$ cat config.mk
export PLATFORM = sky130hd
export DESIGN_NAME = lpif_rx_strobe_marker_align
export DESIGN_NICKNAME = d
export VERILOG_FILES = /design/src/rtl/lpif_align_pkg.sv /design/src/rtl/lpif_align_fsm.sv /design/src/rtl/lpif_rx_strobe_marker_align.sv
export SDC_FILE = /design/constraint.sdc
export NUM_CORES = 1
export LEC_CHECK = 0
export BUFFER_PORTS_ARGS = -buffer_cell sky130_fd_sc_hd__buf_2
export CAP_MARGIN = 20
export CORE_UTILIZATION = 48
export DETAILED_ROUTE_END_ITERATION = 12
export PLACE_DENSITY = 0.78
export SLEW_MARGIN = 20
export SYNTH_ARGS = -nofsm -noshare
export SYNTH_HDL_FRONTEND = slang
export SYNTH_SLANG_ARGS = --single-unit
$ cat constraint.sdc
create_clock -name clk_rd -period 4.2 [get_ports clk_rd]
set_clock_uncertainty 0.15 [all_clocks]
set_input_delay 0.42 -clock clk_rd [delete_from_list [all_inputs] [get_ports clk_rd]]
set_output_delay 0.42 -clock clk_rd [all_outputs]
set_load 0.01 [all_outputs]
$ cat src/rtl/lpif_align_pkg.sv
// Shared types and constants for the LPIF receive strobe/marker aligner.
package lpif_align_pkg;

    localparam int PHY_W      = 80;
    localparam int DATA_W     = 77;
    localparam int STROBE_LOC = 1;
    localparam int MARKER_LOC = 77;

    typedef enum logic [1:0] {
        ST_IDLE   = 2'd0,
        ST_HUNT   = 2'd1,
        ST_VERIFY = 2'd2,
        ST_LOCKED = 2'd3
    } align_state_e;

endpackage

$ cat src/rtl/lpif_align_fsm.sv
// Phase tracking, lock acquisition and lock-loss counting for the aligner.
module lpif_align_fsm
    import lpif_align_pkg::*;
#(
    parameter int STB_PERIOD = 8,
    parameter int LOCK_CNT   = 4,
    parameter int LOSS_CNT   = 2
) (
    input  logic         clk_i,
    input  logic         rst_i,
    input  logic         online_i,
    input  logic         strobe_i,
    input  logic         marker_i,
    output logic         push_en_o,
    output align_state_e state_o,
    output logic [7:0]   err_cnt_o
);

    align_state_e state_q, state_d;
    logic [7:0]   phase_q, phase_d, phase_nxt;
    logic [3:0]   good_q, good_d;
    logic [3:0]   miss_q, miss_d;
    logic [7:0]   err_q, err_d;
    logic         exp_stb;
    logic         good_w;
    logic         loss;

    always_comb begin
        phase_nxt = (phase_q == 8'(STB_PERIOD - 1)) ? 8'd0 : phase_q + 8'd1;
        exp_stb   = (phase_nxt == 8'd0);
        good_w    = marker_i && (strobe_i == exp_stb);
        loss      = (state_q == ST_LOCKED) && !good_w
                    && ((miss_q + 4'd1) == 4'(LOSS_CNT));

        state_d   = state_q;
        phase_d   = phase_q;
        good_d    = good_q;
        miss_d    = miss_q;
        err_d     = err_q;
        push_en_o = 1'b0;

        // Loss is counted even when the link drops on the same cycle.
        if (loss && (err_q != 8'hFF)) begin
            err_d = err_q + 8'd1;
        end

        unique case (state_q)
            ST_IDLE: begin
                if (online_i) begin
                    state_d = ST_HUNT;
                end
            end
            ST_HUNT: begin
                if (strobe_i && marker_i) begin
                    phase_d = 8'd0;
                    good_d  = 4'd1;
                    state_d = (LOCK_CNT == 1) ? ST_LOCKED : ST_VERIFY;
                end
            end
            ST_VERIFY: begin
                phase_d = phase_nxt;
                if (!good_w) begin
                    good_d  = 4'd0;
                    state_d = ST_HUNT;
                end else if (strobe_i) begin
                    good_d = good_q + 4'd1;
                    if ((good_q + 4'd1) == 4'(LOCK_CNT)) begin
                        state_d = ST_LOCKED;
                    end
                end
            end
            ST_LOCKED: begin
                phase_d   = phase_nxt;
                push_en_o = marker_i && !loss;
                if (good_w) begin
                    miss_d = 4'd0;
                end else if (loss) begin
                    miss_d  = 4'd0;
                    good_d  = 4'd0;
                    state_d = ST_HUNT;
                end else begin
                    miss_d = miss_q + 4'd1;
                end
            end
            default: state_d = ST_IDLE;
        endcase

        if (!online_i) begin
            state_d   = ST_IDLE;
            phase_d   = 8'd0;
            good_d    = 4'd0;
            miss_d    = 4'd0;
            push_en_o = 1'b0;
        end
    end

    always_ff @(posedge clk_i or posedge rst_i) begin
        if (rst_i) begin
            state_q <= ST_IDLE;
            phase_q <= 8'd0;
            good_q  <= 4'd0;
            miss_q  <= 4'd0;
            err_q   <= 8'd0;
        end else begin
            state_q <= state_d;
            phase_q <= phase_d;
            good_q  <= good_d;
            miss_q  <= miss_d;
            err_q   <= err_d;
        end
    end

    assign state_o   = state_q;
    assign err_cnt_o = err_q;

endmodule

$ cat src/rtl/lpif_rx_strobe_marker_align.sv
// LPIF receive aligner top: payload extraction and registered outputs.
module lpif_rx_strobe_marker_align
    import lpif_align_pkg::*;
#(
    parameter int STB_PERIOD = 8,
    parameter int LOCK_CNT   = 4,
    parameter int LOSS_CNT   = 2
) (
    input  logic              clk_rd,
    input  logic              rst_rd,
    input  logic              rx_online,
    input  logic [PHY_W-1:0]  rx_phy0,
    output logic [DATA_W-1:0] rx_downstream_data,
    output logic              rx_downstream_push,
    output logic              align_done,
    output logic [7:0]        align_err_cnt,
    output logic [1:0]        align_state
);

    align_state_e      state;
    logic              push_en;
    logic [DATA_W-1:0] payload;
    logic [DATA_W-1:0] data_q;
    logic              push_q;
    logic              unused_phy;

    lpif_align_fsm #(
        .STB_PERIOD(STB_PERIOD),
        .LOCK_CNT  (LOCK_CNT),
        .LOSS_CNT  (LOSS_CNT)
    ) u_fsm (
        .clk_i    (clk_rd),
        .rst_i    (rst_rd),
        .online_i (rx_online),
        .strobe_i (rx_phy0[STROBE_LOC]),
        .marker_i (rx_phy0[MARKER_LOC]),
        .push_en_o(push_en),
        .state_o  (state),
        .err_cnt_o(align_err_cnt)
    );

    // Strobe and marker bits are stripped; bit 79 carries nothing.
    assign payload    = {rx_phy0[78], rx_phy0[76:2], rx_phy0[0]};
    assign unused_phy = rx_phy0[PHY_W-1];

    always_ff @(posedge clk_rd or posedge rst_rd) begin
        if (rst_rd) begin
            data_q <= '0;
            push_q <= 1'b0;
        end else begin
            push_q <= push_en;
            if (push_en) begin
                data_q <= payload;
            end
        end
    end

    assign rx_downstream_data = data_q;
    assign rx_downstream_push = push_q;
    assign align_done         = (state == ST_LOCKED);
    assign align_state        = state;

endmodule

======== Yosys cells after proc, flatten, opt, wreduce, memory -nomap -nowiden ========
Cells that the tools add are included.
storage, ports and cells
  bits in registers ....................... 104
  RAM bits ................................ 0
  memories kept ........................... 0
  word-level logic and storage cells ...... 66
  latch bits .............................. 0
  ROM bits ................................ 0
operators by class
  muxes and demuxes ....................... 25
  add/sub/neg operators ................... 4
  equality and inequality tests ........... 16
  magnitude comparators ................... 0
  multipliers ............................. 0
  reductions and logical operators ........ 14
  divide/modulo/power cells ............... 0
  shift operators ......................... 0
  bitwise logic cells ..................... 0
operators with widths
  kind                 count
  $mux 4               10
  $mux 8               3
  $add 8x1->8 const B  2
  $pmux 8 s2           1
  $mux 2               7
  $pmux 4 s3           1
  $reduce_and 5->1     2
  $ne 3x2->1 const B   3
  $add 4x1->4 const B  2
  $eq 8x3->1 const B   1
  $logic_not 8->1      1
  $ne 4x4->1 const B   2
  $ne 8x8->1 const B   1
  $pmux 2 s4           1
  $logic_and 1x1->1    6
  $eq 2x2->1 const B   2
  $eq 4x2->1 const B   1
  $eq 4x3->1 const B   1
  $ne 4x1->1 const B   1
  $ne 3x3->1 const B   1
  $eq 2x1->1 const B   1
  $logic_not 1->1      2
  $logic_not 2->1      1
  $mux 1               2
  4 further kinds      4

======== Logic depth before layout (Yosys ltp) ========
Gate-level depths: netlist (run 1).
  depth after elaboration ................. 12
  depth in mapped cells ................... 9

======== Modules after synthesis ========
A second synthesis (run 1) with hierarchy kept.
unflattened totals
  cells, all modules ...................... 374
  area, all modules ....................... 4,875.9 um^2
by module, submodules not included
  module                       area each (um^2)  sequential area each (um^2)  instances  cells an instance
  lpif_rx_strobe_marker_align  3,029.2           1,951.9                      1          166
  lpif_align_fsm               1,846.8           650.6                        1          208

======== Worst setup path after synthesis (run 1) ========
OpenSTA, ideal clock, no wires.
  kind .................................... reg2reg
  start ................................... register u_fsm.phase_q[2]
  end ..................................... register data_q[18], in the netlist rx_downstream_data[18]
  required time ........................... 3.925 ns
  period minus slack after synthesis ...... 2.292 ns
  arrival time ............................ 2.017 ns
  stages on the path, launching flop included .. 10
  path slack .............................. 1.908 ns
  path through ............................ dfrtp_1 -> and3_4 -> nand3_2 -> a21oi_4 -> xnor2_2 -> o2111a_1 -> buf_6 -> buf_6 -> buf_6 -> mux2_4
between the ends
  cells in the longest elaborated chain, start to end .. 12
  elaborated cells on any way between the ends .. 13
  those cells by class .................... add/sub: 1; eq/ne: 2; mux: 3; reduce/logical: 7
ends and longest elaborated chain
  what                                       RTL line                           RTL
  from (decl)                                lpif_align_fsm.sv:20               logic [7:0] phase_q, phase_d, phase_nxt;
  from (signal assigned)                     lpif_align_fsm.sv:106              phase_q <= phase_d;
  $add 8x1->8 or $eq 8x3->1 (tied branches)  lpif_align_fsm.sv:29               phase_nxt = (phase_q == 8'(STB_PERIOD - 1)) ? 8'd0 : phase_q + 8'd1;
  $mux 8 *                                   lpif_align_fsm.sv:29
  $logic_not 8->1 *                          lpif_align_fsm.sv:30               exp_stb = (phase_nxt == 8'd0);
  $eq 1x1->1 *                               lpif_align_fsm.sv:31               good_w = marker_i && (strobe_i == exp_stb);
  $logic_and 1x1->1 *                        lpif_align_fsm.sv:31
  $logic_not 1->1 *                          lpif_align_fsm.sv:32               loss = (state_q == ST_LOCKED) && !good_w
  $logic_and 1x1->1 *                        lpif_align_fsm.sv:32
  $logic_and 1x1->1 *                        lpif_align_fsm.sv:33               && ((miss_q + 4'd1) == 4'(LOSS_CNT));
  $logic_not 1->1 *                          lpif_align_fsm.sv:74               push_en_o = marker_i && !loss;
  $logic_and 1x1->1 *                        lpif_align_fsm.sv:74
  $mux 1 *                                   lpif_align_fsm.sv:47               unique case (state_q)
  $mux 1 *                                   lpif_align_fsm.sv:88               if (!online_i) begin
  to (signal assigned)                       lpif_rx_strobe_marker_align.sv:53  data_q <= payload;
  to (decl)                                  lpif_rx_strobe_marker_align.sv:23  logic [DATA_W-1:0] data_q;
Mark *: on every way between the ends. The rest lies on a longest branch, timed or not.
A chain may end at the register's enable or synchronous reset.

======== Final worst setup path (run 1) ========
  start ................................... register u_fsm.phase_q[0]
  end ..................................... register data_q[3], in the netlist rx_downstream_data[3]
Same word-level chain as after synthesis.

==> results.txt, run 1 <==
* Delay contributed by the slowest stage of the critical path: 0.71 ns
- Core Footprint: 9280 um^2
- Entering global routing, the biggest net connects 86 pins.
- The die covers 10000 um^2.
* Gpl congestion: 0.799
* Initial core utilization: 49.8%
* Series of cell instances along the critical path: ha_1, nand2_1, a21oi_4, xnor2_2, o2111a_4, buf_12, mux2_2
* Leakage dissipation: 3.17 nW
* Crit path max-delay family: compound AO/OA/AOI/OAI gates
- Classification of the worst setup path: reg2reg
* Critical path buffer and inverter count: 1
- Root buffer cell: clkbuf_8
- Sequential cells account for 47.4% of the total power.
- In this run the worst hold path is classified as in2async.
- The net count of the finished layout is 606.
- Of the total power, the share spent switching nets is 31.7%.
- Worst Setup End Kind: flop
- For this run, design rule violations remaining after detail routing come to 0.
- RSZ-0062 raised after global routing: false
- Critical path launch point: u_fsm.phase_q[0]
* Average wire length per cell after detail routing: 15.5 um
- Number of design-rule violations left by the first detailed-router iteration: 152
* Netlist area before placement: 4620 um^2
- Layout-stage area growth over the synthesis result: 24.9%
- Each instance of the synthesized netlist takes up on average 13.5 um^2.
- The worst register-to-register path begins at u_fsm.phase_q[0].
- Final min period: 2.98 ns
- Prior to clock tree synthesis, the placed netlist has a worst setup slack of 1.23 ns.
- In this run the core area contains 35 standard-cell rows.
- For this run, the detailed router's first-pass iteration total came to 4.
* Standard cell with the maximum stage delay on the critical path: o2111a_4
* Crit path to: rx_downstream_data[3]
- Clock latency on the worst-skew pair, taken at its later pin, is 0.35 ns.
* Global routing usage summed across all routing layers: 20.5%
* Req. time, crit path: 4.29 ns
- For this design the total switching power over the nets is 0.996 mW.
- Global routing finished with a remaining overflow of 0.
- Clock buffer count from CTS: 9
- After filler insertion, the fill cell instance count of the layout stands at 777.
* Max Transition Viols Final: 0
- After detailed routing, the number of vias per cell comes to 5.23.
* Max-cap viol count: 0
- Most frequently used flop master after synthesis: dfrtp_1
- Crit-path max FO: 47
- In this run the remaining antenna-violating nets after routing total 0.
- Overall die height: 100 um
- Period Utilization, post-route: 70.9%
* Clock-pin slew of the registers on the worst-case setup and hold paths: 0.09 ns
* EDFF count, synth: 0
* Share of flip-flops with an asynchronous set or reset: 100%
- STA classifies the critical path startpoint as a flop.
- Clock Sink Count: 104
- Wire length of the first global-routing pass: 16.3 mm
* Number of buffers added on ports: 170
- The worst register-to-register path has a depth of 7.
- Internal power: 2.14 mW
- Die span in x: 100 um
- Final number of hold-violating endpoints: 0
- The initial antenna violation count was 0.
* Pin slew with the least headroom to its limit: 0.789 ns
- Via count: 3379
- Number of global-route vias before repair: 3483
- During synthesis, Yosys emitted a total of 0 warnings.
* H-tree Lvls: 3
* Setup Buffers After CTS: 0
* Run status: finished clean
* CTS tree: built
- After detailed routing, the total wire length is 10.0 mm.
- Total setup violations reported at the end of the flow: 0
- Arr. time, crit path: 3.06 ns
- In this run the tightest slew margin relative to its limit is 46.7%.
- Layout cells sized above 1: 53.2%
- Maximum buffer depth of the clock tree: 2
- In this run, post-CTS repair resized a total of 0 instances.
- Cell area power density: 543 nW/um^2
- The number of antenna diodes in the final layout is 0.
- The worst path meets setup with 1.22 ns of slack.
- Setup TNS after final layout: 0 ns
* R2R setup slack: 1.22 ns
* Number of cells on the critical path: 7
- Part of the Yosys area used for sequential elements: 56.3%
* Number of distinct standard cells referenced by the synthesized netlist: 49
- Synth Net Count: 436
- Gate count after technology mapping: 343
* Destination of the worst register-to-register timing path: rx_downstream_data[3]
- Combinational logic burns 33.2% of the power.
- Hold-fix buffers, CTS: 0
- The wire-length estimate of the detail-placed layout is 7.18 mm.
- Static timing analysis puts the maximum clock frequency at 336 MHz.
* Top Ports: 172
- Number of storage elements in the synthesis netlist: 104
* Clock group share of total power: 19.4%
- Peak supply drop: 0.320 mV
-- Yosys cell counts, types with 5 or more instances --
cell type	count	area share [%]
mux2_4	19	6.2
a21oi_1	5	0.54
ha_1	10	2.7
nand4_1	7	0.95
mux2_2	59	14
nand2_1	19	1.5
and3_1	7	0.95
xnor2_1	6	1.1
and2_1	5	0.68
dfrtp_1	104	56
nor2_1	11	0.89
buf_2	5	0.54
o21ai_0	11	1.2
inv_1	8	0.65
-- logic make-up after synthesis --
family / synth area share (%)
buf+inv: 2.49
flops: 56.3
xor+xnor: 2.06
fa+ha+maj: 2.71
compound gates: 6.82
simple gates: 8.47
mux: 21.2
-- through the flow --
| stage | total power [mW] | utilization, % | instance area [um^2] | cells | hold WS, ns |
|---|---|---|---|---|---|
| 4_1_cts | 3.17 | 62.2 | 5780 | 646 | 0.120 |
| 5_1_grt | 3.33 | 62.2 | 5780 | 646 | 0.0932 |
| 6_report | 3.14 | 62.2 | 5780 | 646 | 0.0469 |
| 3_3_place_gp | 2.50 | 60.2 | 5590 | 631 | 0.333 |
| 3_5_place_dp | 2.56 | 60.2 | 5590 | 631 | 0.336 |
| 2_1_floorplan | 2.09 | - | 4620 | 343 | 0.315 |
-- final cells by class --
class | instances | area, um^2 | share of cell area (%)
Tap cell | 129 | 161 | 2.79
Clock inverter | 4 | 53.8 | 0.931
Multi-Input combinational cell | 218 | 1920 | 33.2
Clock buffer | 11 | 131 | 2.27
Sequential cell | 104 | 2600 | 45.0
Inverter | 8 | 35.0 | 0.606
Timing Repair Buffer | 172 | 878 | 15.2
-- registers in the layout, indices dropped and copies added, names as in the netlist --
register / count
u_fsm.err_cnt_o: 8
rx_downstream_data: 77
u_fsm.miss_q: 4
u_fsm.phase_q: 8
u_fsm.good_q: 4
rx_downstream_push: 1
u_fsm.state_o: 2
-- worst min path at each step --
stage                           startpoint                     end  slack (ns)  depth (start not counted)
finish                              rst_rd  rx_downstream_data[22]        0.05                          2
global route                        rst_rd         u_fsm.good_q[2]        0.09                          2
CTS                            rx_phy0[12]  rx_downstream_data[11]        0.12                          2
detailed placement  rx_downstream_data[12]  rx_downstream_data[12]        0.34                          1
global placement        u_fsm.err_cnt_o[5]      u_fsm.err_cnt_o[5]        0.33                          1
floorplan                 u_fsm.phase_q[7]        u_fsm.phase_q[7]        0.32                          1
-- metal layers --
metal  vias up  share of wire (%)  global-route usage [%]
li1       1571                  -                       -
met1      1654                 41                    25.1
met5         -                  0                       0
met3        16                6.1                    5.71
met4         0                1.6                    7.13
met2       138                 51                    35.0
-- power groups by stage --
| stage | Combinational, mW | Sequential, mW | Clock, mW |
|---|---|---|---|
| finish | 1.04 | 1.49 | 0.608 |
| global route | 1.13 | 1.53 | 0.669 |
| CTS | 1.06 | 1.49 | 0.628 |
| detailed placement | 1.05 | 1.51 | 0 |
| global placement | 1.02 | 1.48 | 0 |
| floorplan | 0.441 | 1.65 | 0 |
-- placed cells by master (no fill, tap or decap), types with 2 or more instances in the layout --
cell,synthesis,routed
a21o_1,4,4
a311oi_1,2,2
xnor2_1,6,6
nand3b_1,2,2
inv_1,8,7
a31oi_1,4,4
nand4_1,7,7
nor3_1,4,4
or3_1,3,3
nand2_1,19,19
clkinvlp_4,0,2
o32a_1,2,2
mux2_2,59,59
buf_2,5,170
and3_1,7,7
nor2b_1,2,2
nor2_1,11,11
xor2_1,3,3
a31o_2,2,2
a21boi_0,2,2
dfrtp_1,104,104
ha_1,10,10
nand3_1,4,4
clkbuf_8,0,9
and2_1,5,5
nand2b_1,3,3
mux2_4,19,19
inv_6,0,2
mux2i_1,3,3
a21oi_1,5,5
clkbuf_1,4,2
o21ai_0,11,11
Note: power is estimated with default switching activity, not from simulation.
==> run 2: changes to the inputs <==
==> constraint.sdc (replaced) <==
create_clock -name clk_rd -period 2.9 [get_ports clk_rd]
set_clock_uncertainty 0.15 [all_clocks]
set_input_delay 0.29 -clock clk_rd [delete_from_list [all_inputs] [get_ports clk_rd]]
set_output_delay 0.29 -clock clk_rd [all_outputs]
set_load 0.01 [all_outputs]
==> results.txt, run 2 (same netlist as run 1, synthesis figures left out) <==
- Die span in x: 100 um
- Row generation in the floorplan step produced 35 rows.
* Delay contributed by the slowest stage of the critical path: 0.49 ns
* Number of cells on the critical path: 6
- Total routed wirelength: 9.88 mm
- Setup slack on the worst reg-to-reg path comes out at 0.27 ns.
- Layout-stage area growth over the synthesis result: 31.3%
- RSZ-0062 raised after global routing: false
- Period Utilization, post-route: 90.7%
- Final critical-path setup slack: 0.271 ns
- Clock latency on the worst-skew pair: 0.35 ns
- In the final routed layout, each cell accounts on average for 14.7 um.
- For this block, the initial DRC count from the detailed router was 146.
- From bottom edge to top edge, the die measures 100 um.
* CTS tree: built
- Final min period: 2.63 ns
- After detailed routing, the number of vias per cell comes to 5.08.
* Req. time, crit path: 2.99 ns
- The first detailed-routing pass ran for 4 iterations.
* FILL cells: 720
* Top Ports: 172
- Clock-pin slew of the registers on the worst-case setup and hold paths: 0.10 ns
- Largest net degree at the start of global routing: 48
- In this run the static leakage power is 3.29 nW.
* Initial core utilization: 49.8%
* Series of cell instances along the critical path: ha_1, and3_1, a31oi_1, o2111a_4, buf_12, mux2_2
* Peak supply drop: 0.494 mV
* Start point of the worst min-delay path: rx_phy0[73]
- Die outline area: 10000 um^2
* Run status: finished clean
- The startpoint identified for the worst register-to-register timing path is u_fsm.miss_q[0].
- Min-Delay Path Depth: 2
- The first global-routing pass estimated 16.3 mm of wire.
- Clock buffer count from CTS: 9
- The H-tree was split into 3 levels.
- Arr. time, crit path: 2.72 ns
* Fin nets: 631
- Across the run, the number of max-cap violations was 0.
* Cell area power density: 757 nW/um^2
* Layout cells sized above 1: 52.1%
- Measured against its own limit, the worst slew margin works out to 53.8%.
- Global routing usage summed across all routing layers: 20.4%
- The initial antenna violation count came to 0.
* Maximum buffer depth of the clock tree: 2
- Core Footprint: 9280 um^2
* Max Transition Viols Final: 0
- The count of cells in the finished layout, fillers not included, comes to 672.
- At the pin with the least slew margin, the transition time is 0.685 ns.
* Category of the worst setup path launch point: flop
* Leading cell type in the layout, fill and taps excluded: buf_2
- Crit-path max FO: 27
- The number of antenna diodes in the final layout is 0.
* Number of global-route vias before repair: 3451
- Among cell families on the critical path, the largest total delay comes from compound AO/OA/AOI/OAI gates.
- # DRC: 0
* Number of buffers added on ports: 170
- The cell sitting at the root of the clock tree is a clkbuf_8.
- Classification of the worst setup path: reg2reg
* Endpoint, Worst Hold: rx_downstream_data[72]
* Number of flip-flops in the largest register: 77
- Worst-case hold slack: 0.0164 ns
- In the final layout, the multi-input gates occupy 1920 um^2.
- Summed over all layers, the global routing overflow is 0.
- Commonest cells after routing, fill and taps aside: buf_2 (170), dfrtp_1 (104), mux2_2 (59)
- Gates resized during post-CTS repair numbered 0.
- The number of buffers and inverters on the critical path is 1.
- Max Fclk: 380 MHz
- Destination of the worst register-to-register timing path: rx_downstream_data[74]
- The worst register-to-register path has a depth of 6.
- The HPWL after detailed placement is 7.15 mm.
- The sequential cells in the finished layout cover a total of 2600 um^2.
- Worst Setup End Kind: flop
- Setup TNS after final layout: 0 ns
* Number of instances in the placed design: 637
- Clock Sink Count: 104
- Routability-driven placement finished with a final weighted congestion of 0.869.
- Setup violations remaining at the end of the flow were counted as 0.
- Remaining number of nets flagged by the antenna check after routing: 0
* Total power draw: 4.60 mW
- Worst Hold Class: in2reg
- Among all stages on the critical path, the largest delay is contributed by o2111a_4.
- At the placement stage, the worst setup path has a slack of 0.316 ns.
- Via count: 3415
* Setup Buffers After CTS: 0
- The number of hold violations in the final report was 0.
run 2: per-stage QoR:
step,util (%),instance area [um^2]
floorplan,-,4630
global placement,61.1,5670
detailed placement,61.1,5670
CTS,64.7,6010
global route,65.4,6070
finish,65.4,6070
run 2: repair_timing:
item | CTS | global route
setup endpoints to repair | 0 | 0
endpoints found under the hold margin | 39 | 6
hold buffers | 13 | 6
run 2: worst register-to-register path: cells and delay by family, from the launching register on:
kind,cells,cell delay [ns]
buf+inv,1,0.25
simple gates,1,0.18
fa+ha+maj,1,0.23
mux,1,0.37
compound gates,2,0.88
flops,1,0.46
run 2: final cells by class:
class	instances	area share [%]
clock buffers	11	2.33
multi-input cells	218	31.6
well taps	129	2.66
flip-flops and latches	104	42.9
repair buffers	197	19.0
inverters	8	0.556
clock inverters	5	1.07
run 2: worst max path at each step:
stage | end | slack [ns] | from
after floorplan | rx_downstream_data[18] | 0.61 | u_fsm.phase_q[2]
after global routing | rx_downstream_data[29] | 0.11 | u_fsm.miss_q[0]
final | rx_downstream_data[74] | 0.27 | u_fsm.miss_q[0]
after global placement | rx_downstream_data[28] | 0.34 | u_fsm.miss_q[0]
after CTS | rx_downstream_data[75] | 0.28 | u_fsm.miss_q[1]
after detailed placement | rx_downstream_data[29] | 0.32 | u_fsm.miss_q[1]
run 2: power breakdown:
part	internal, mW	total [mW]	switching, mW
Combinational	0.823	1.54	0.714
Clock	0.431	0.911	0.480
Sequential	1.90	2.15	0.243
run 2: layer usage:
layer	vias to the layer above	track usage, %	wire length (um)
li1	1615	-	-
met1	1655	26.7	4180
met2	131	33.1	4840
met3	14	5.22	667
met4	0	6.69	192
met5	-	0	0
